File: src/rtl/chan_pkg.sv
// Shared definitions for the ionic-channel datapath blocks: fixed-point
// constants, FSM state encodings and the common saturation function.
package chan_pkg;

   localparam int FRAC_DEFAULT = 8;
   localparam int FRAC_ONE     = 1 << FRAC_DEFAULT;

   typedef enum logic [1:0] {
      ST_IDLE = 2'd0,
      ST_MUL  = 2'd1,
      ST_DONE = 2'd2
   } chan_state_e;

   // Clip a sign-extended value to the signed range of a w-bit word.
   function automatic logic signed [63:0] saturate(input logic signed [63:0] x,
                                                   input int w);
      logic signed [63:0] hi;
      logic signed [63:0] lo;
      hi = (64'sd1 <<< (w - 1)) - 64'sd1;
      lo = -hi - 64'sd1;
      if (x > hi) return hi;
      if (x < lo) return lo;
      return x;
   endfunction

endpackage

File: src/rtl/fx_mul_sat.sv
// Combinational signed fixed-point multiply: (a*b) >>> FRAC, saturated to WIDTH.
// ovf flags that the clip changed the value.
module fx_mul_sat
   import chan_pkg::*;
#(
   parameter int WIDTH = 16,
   parameter int FRAC  = FRAC_DEFAULT
) (
   input  logic signed [WIDTH-1:0] a,
   input  logic signed [WIDTH-1:0] b,
   output logic signed [WIDTH-1:0] y,
   output logic                    ovf
);

   logic signed [2*WIDTH-1:0] prod;
   logic signed [2*WIDTH-1:0] shifted;
   logic signed [63:0]        wide;
   logic signed [63:0]        clip;

   assign prod    = a * b;
   // Arithmetic shift floors toward -infinity.
   assign shifted = prod >>> FRAC;
   assign wide    = 64'(shifted);
   assign clip    = saturate(wide, WIDTH);
   assign y       = clip[WIDTH-1:0];
   assign ovf     = (clip != wide);

endmodule

File: src/rtl/gated_channel_current.sv
// Hodgkin-Huxley channel current I = g_max * m^M_EXP * h^H_EXP * (v - e_rev),
// evaluated one multiply per cycle through a single shared fx_mul_sat.
module gated_channel_current
   import chan_pkg::*;
#(
   parameter int WIDTH = 16,
   parameter int FRAC  = FRAC_DEFAULT,
   parameter int M_EXP = 3,
   parameter int H_EXP = 1
) (
   input  logic                    clk,
   input  logic                    rst,
   input  logic                    in_valid,
   output logic                    in_ready,
   input  logic signed [WIDTH-1:0] v,
   input  logic signed [WIDTH-1:0] m,
   input  logic signed [WIDTH-1:0] h,
   input  logic signed [WIDTH-1:0] g_max,
   input  logic signed [WIDTH-1:0] e_rev,
   output logic signed [WIDTH-1:0] i_out,
   output logic                    out_valid,
   output logic                    sat,
   output chan_state_e             dbg_state
);

   localparam logic [3:0]              LAST_STEP = 4'(M_EXP + H_EXP);
   localparam logic signed [WIDTH-1:0] ONE       = WIDTH'(1 << FRAC);

   chan_state_e             state, state_nx;
   logic [3:0]              step;
   logic signed [WIDTH-1:0] mc, hc, d, acc;
   logic signed [WIDTH-1:0] operand, mul_y;
   logic                    mul_ovf, sat_flag, accept;
   logic signed [WIDTH:0]   d_full;
   logic signed [63:0]      d_wide, d_clip;
   logic                    d_ovf;

   function automatic logic signed [WIDTH-1:0] clamp_gate(input logic signed [WIDTH-1:0] x);
      if (x < 0)   return '0;
      if (x > ONE) return ONE;
      return x;
   endfunction

   // Handshake: an operand set transfers on a rising edge where in_valid and
   // in_ready are both high; the source holds in_valid until that edge.
   assign in_ready  = (state == ST_IDLE) && rst;
   assign accept    = in_valid && in_ready;
   assign dbg_state = state;

   assign d_full = $signed({v[WIDTH-1], v}) - $signed({e_rev[WIDTH-1], e_rev});
   assign d_wide = 64'(d_full);
   assign d_clip = saturate(d_wide, WIDTH);
   assign d_ovf  = (d_clip != d_wide);

   always_comb begin
      state_nx = state;
      case (state)
         ST_IDLE: if (accept) state_nx = ST_MUL;
         ST_MUL:  if (step == LAST_STEP) state_nx = ST_DONE;
         ST_DONE: state_nx = ST_IDLE;
         default: state_nx = ST_IDLE;
      endcase
   end

   // Gate powers first, driving force last.
   always_comb begin
      operand = d;
      if (int'(step) < M_EXP)              operand = mc;
      else if (int'(step) < M_EXP + H_EXP) operand = hc;
   end

   fx_mul_sat #(.WIDTH(WIDTH), .FRAC(FRAC)) u_mul (
      .a   (acc),
      .b   (operand),
      .y   (mul_y),
      .ovf (mul_ovf)
   );

   always_ff @(posedge clk or negedge rst) begin
      if (!rst) state <= ST_IDLE;
      else      state <= state_nx;
   end

   always_ff @(posedge clk or negedge rst) begin
      if (!rst) begin
         step      <= '0;
         mc        <= '0;
         hc        <= '0;
         d         <= '0;
         acc       <= '0;
         sat_flag  <= 1'b0;
         i_out     <= '0;
         sat       <= 1'b0;
         out_valid <= 1'b0;
      end else begin
         out_valid <= 1'b0;
         case (state)
            ST_IDLE: begin
               if (accept) begin
                  mc       <= clamp_gate(m);
                  hc       <= clamp_gate(h);
                  d        <= d_clip[WIDTH-1:0];
                  acc      <= g_max;
                  sat_flag <= d_ovf;
                  step     <= '0;
               end
            end
            ST_MUL: begin
               acc      <= mul_y;
               sat_flag <= sat_flag | mul_ovf;
               step     <= step + 4'd1;
            end
            ST_DONE: begin
               i_out     <= acc;
               sat       <= sat_flag;
               out_valid <= 1'b1;
            end
            default: ;
         endcase
      end
   end

endmodule

File: config.mk
export PLATFORM = sky130hd
export DESIGN_NAME = gated_channel_current
export DESIGN_NICKNAME = d
export VERILOG_FILES = /design/src/rtl/chan_pkg.sv /design/src/rtl/fx_mul_sat.sv /design/src/rtl/gated_channel_current.sv
export SDC_FILE = /design/constraint.sdc
export NUM_CORES = 1
export LEC_CHECK = 0
export ABC_AREA = 1
export CAP_MARGIN = 20
export CORE_MARGIN = 5
export CORE_UTILIZATION = 60
export CTS_BUF_LIST = sky130_fd_sc_hd__clkbuf_8 sky130_fd_sc_hd__clkbuf_16
export DETAILED_ROUTE_END_ITERATION = 10
export GPL_TIMING_DRIVEN = 0
export PLACE_DENSITY = 0.93
export SLEW_MARGIN = 40
export SYNTH_ARGS = -nofsm -noshare
export SYNTH_HDL_FRONTEND = slang
export SYNTH_SLANG_ARGS = --single-unit
File: constraint.sdc
create_clock -name clk -period 9.43 [get_ports clk]
set_clock_uncertainty 0.2 [all_clocks]
set_input_delay 1.886 -clock clk [delete_from_list [all_inputs] [get_ports clk]]
set_output_delay 1.886 -clock clk [all_outputs]
set_load 0.1 [all_outputs]
==> summary.md <==
| Metric | Value |
|---|---|
| Status | complete, no violations |
| First-pass GRT wire length | 70700 µm |
| Crit path max fanout | 10 |
| Die width | 167 µm |
| Dpl cells | 2324 |
| Worst-skew pair later-pin latency | 0.36 ns |
| Fmax | 0.110 GHz |
| Post-synth EDFFs | 0 |
| Worst setup EP type | flop |
| Setup CP Type | reg -> reg |
| Layout cells sized above 1 | 5.10% |
| Initial DRC count | 1255 |
| CTS clk-pin slew, worst paths | 0.07 ns |
| Commonest non-fill, non-tap cell in the layout | inv_1 |
| Max stage delay cell, worst path | fa_1 |
| Least-Margin Pin Slew | 0.791 ns |
| Synth cell types | 45 |
| Rows | 57 |
| Tmin final | 9.08 ns |
| Cells after Synth | 1896 |
| Cell Count, Final, Fillers Out | 2342 |
| Largest net degree at the start of global routing | 62 |
| Seq/Total Area, Yosys | 14.6% |
| Synth Flop Type | dfrtp_1 |
| Initial Util | 61.0% |
| Hold Vio Cnt, Final | 0 |
| Fin. max-slew vios | 0 |
| CTS Buffer Depth | 2 |
| Antenna violations before repair | 0 |
| Commonest non-fill, non-tap cells in the layout | 447 x inv_1, 358 x nand2_1, 261 x fa_1 |
| Maxcap violations | 0 |
| Antenna Nets Post-Route | 0 |
| Antenna cells | 0 |
| Final-stage net count | 2456 |
| Input/output buffers | 103 |
| Cell family with most CP delay | adder cells |
| Uppermost layer routed | met4 |
| CP Launch Type | flop |
| Die Span Y | 167 µm |
| IO Count | 104 |
| Core Box Area | 24400 µm² |
| DRC viols | 0 |
| Critical Path RT | 9.48 ns |
| Most Frequent Cell on Critical Path | nand2_1 |
| Gr ovfl total | 0 |
| Mapped Area | 14900 µm² |
| CTS tree | done |
| Relative slew margins | 47.2% |
| Syn-to-layout area delta | 12.0% |
| Vias in the first global route | 13800 |
| Worst Path Arrival | 9.13 ns |
| Wire length on met2 | 20500 µm |
| Detailed placement HPWL | 36300 µm |
| CTS buffer count | 9 |
| Asr flop ratio synth | 100% |
| WHS | 0.273 ns |
| Wire per inst | 18.9 µm |
| GRT Total Usage | 31.8% |
| First drt pass iteration count | 7 |
| CTS Sinks | 87 |
| Syn nets | 2339 |
| Met3 WL post-DR | 5150 µm |
| H-tree depth | 3 |
| Hold Crit Class | reg -> reg |
| Synth area leader | fa_1 |
| Drt via density | 5.68 |
| Final setup vio count | 0 |
| Met1 WL | 16500 µm |
| Vias post-DR | 13300 |
| GPL Wtd Cong | 0.984 |
| CTS root buf | clkbuf_16 |
| Fin crit share | 96.3% |
| Top cells by area, synth | fa_1 35%, dfrtp_1 15%, inv_1 11%, nand2_1 9.0%, ha_1 8.2% |
| Die ar. | 28100 µm² |
| Max stage delay on crit path | 0.67 ns |
| Warnings from Yosys | 0 |
| Syn avg cell area | 7.85 µm² |
| CP Buf/Inv Count | 8 |
| Post-synth top area share | 35.2% |
| #FFs+latches synth | 87 |
| Routed wire length | 44300 µm |
## metal layers
metal | vias up | track usage [%]
met4 | 0 | 11.7
li1 | 5862 | -
met5 | - | 0
met3 | 154 | 8.72
met2 | 780 | 51.3
met1 | 6514 | 41.4
## worst paths after layout
| kind | from | endpoint | slack [ns] | cells after the start |
|---|---|---|---|---|
| max | step[0] | sat_flag | 0.35 | 38 |
| min reg2reg | mc[10] | mc[10] | 0.27 | 2 |
| max reg2reg | step[0] | sat_flag | 0.35 | 38 |
| min in group asynchronous | rst | d[4] | 1.19 | 1 |
| max in group asynchronous | rst | i_out[12] | 7.25 | 2 |
| min | mc[10] | mc[10] | 0.27 | 2 |
## tightest hold or removal path, stage by stage, from the launching register on
cell	delay [ns]
dfrtp_1	0.35
nand2_1	0.05
inv_1	0.04
## cells by family after synthesis
logic type	synth area share [%]
XOR/XNOR	2.19
buffers and inverters	13.0
AND/OR/NAND/NOR	19.7
AO/OA/AOI/OAI	6.96
flip-flops	14.6
adder cells (fa/ha/maj)	43.5
## registers in the layout, indices dropped and copies added (netlist names)
signal and count:
sat_flag 1, d 16, i_out 16, sat 1, out_valid 1, mc 15, hc 15, step 4
dbg_state 2, acc 16
## final cells by class
type,count,area (µm²)
inverter,462,1750
sequential,87,2180
clock inverter,7,76.3
fill,1884,7720
buffer,44,188
timing repair inverter,1,7.51
multi-input combinational,1296,10800
timing repair buffer,112,1010
clock buffer,9,225
tap,324,405
## cells in the mapped netlist, drive strengths merged (4+ instances only)
cell    instances
nor2          254
fa            262
o22ai          13
xnor2          19
ha             98
dfrtp          87
nor4            7
nand3b          4
nand3          54
nor3           10
nand2         370
clkinv         11
nand4          10
xor2           16
buf             9
a21o            7
a21oi          58
inv           451
or2             7
o21bai          7
clkbuf         42
o21ai          75
a31oi           5
## what timing repair did
item,CTS,global route
cloned,0,1
endpoints found under the setup margin,12,17
hold buffers,0,0
gates resized for setup,10,20
buffers inserted,0,8
## through the flow
| stage | utilization [%] | cell area (µm²) | setup TNS, ns | worst slack, ns |
|---|---|---|---|---|
| floorplan | - | 14900 | 0 | 1.38 |
| global placement | 66.9 | 16300 | -1.03 | -0.139 |
| detailed placement | 66.6 | 16200 | -2.22 | -0.250 |
| CTS | 67.9 | 16600 | 0 | 0.00537 |
| global route | 68.3 | 16700 | -0.0231 | -0.0231 |
| finish | 68.3 | 16700 | 0 | 0.351 |
Power is not shown: default switching activity piles up to over one toggle a cycle in this logic, so the estimate is an artifact.
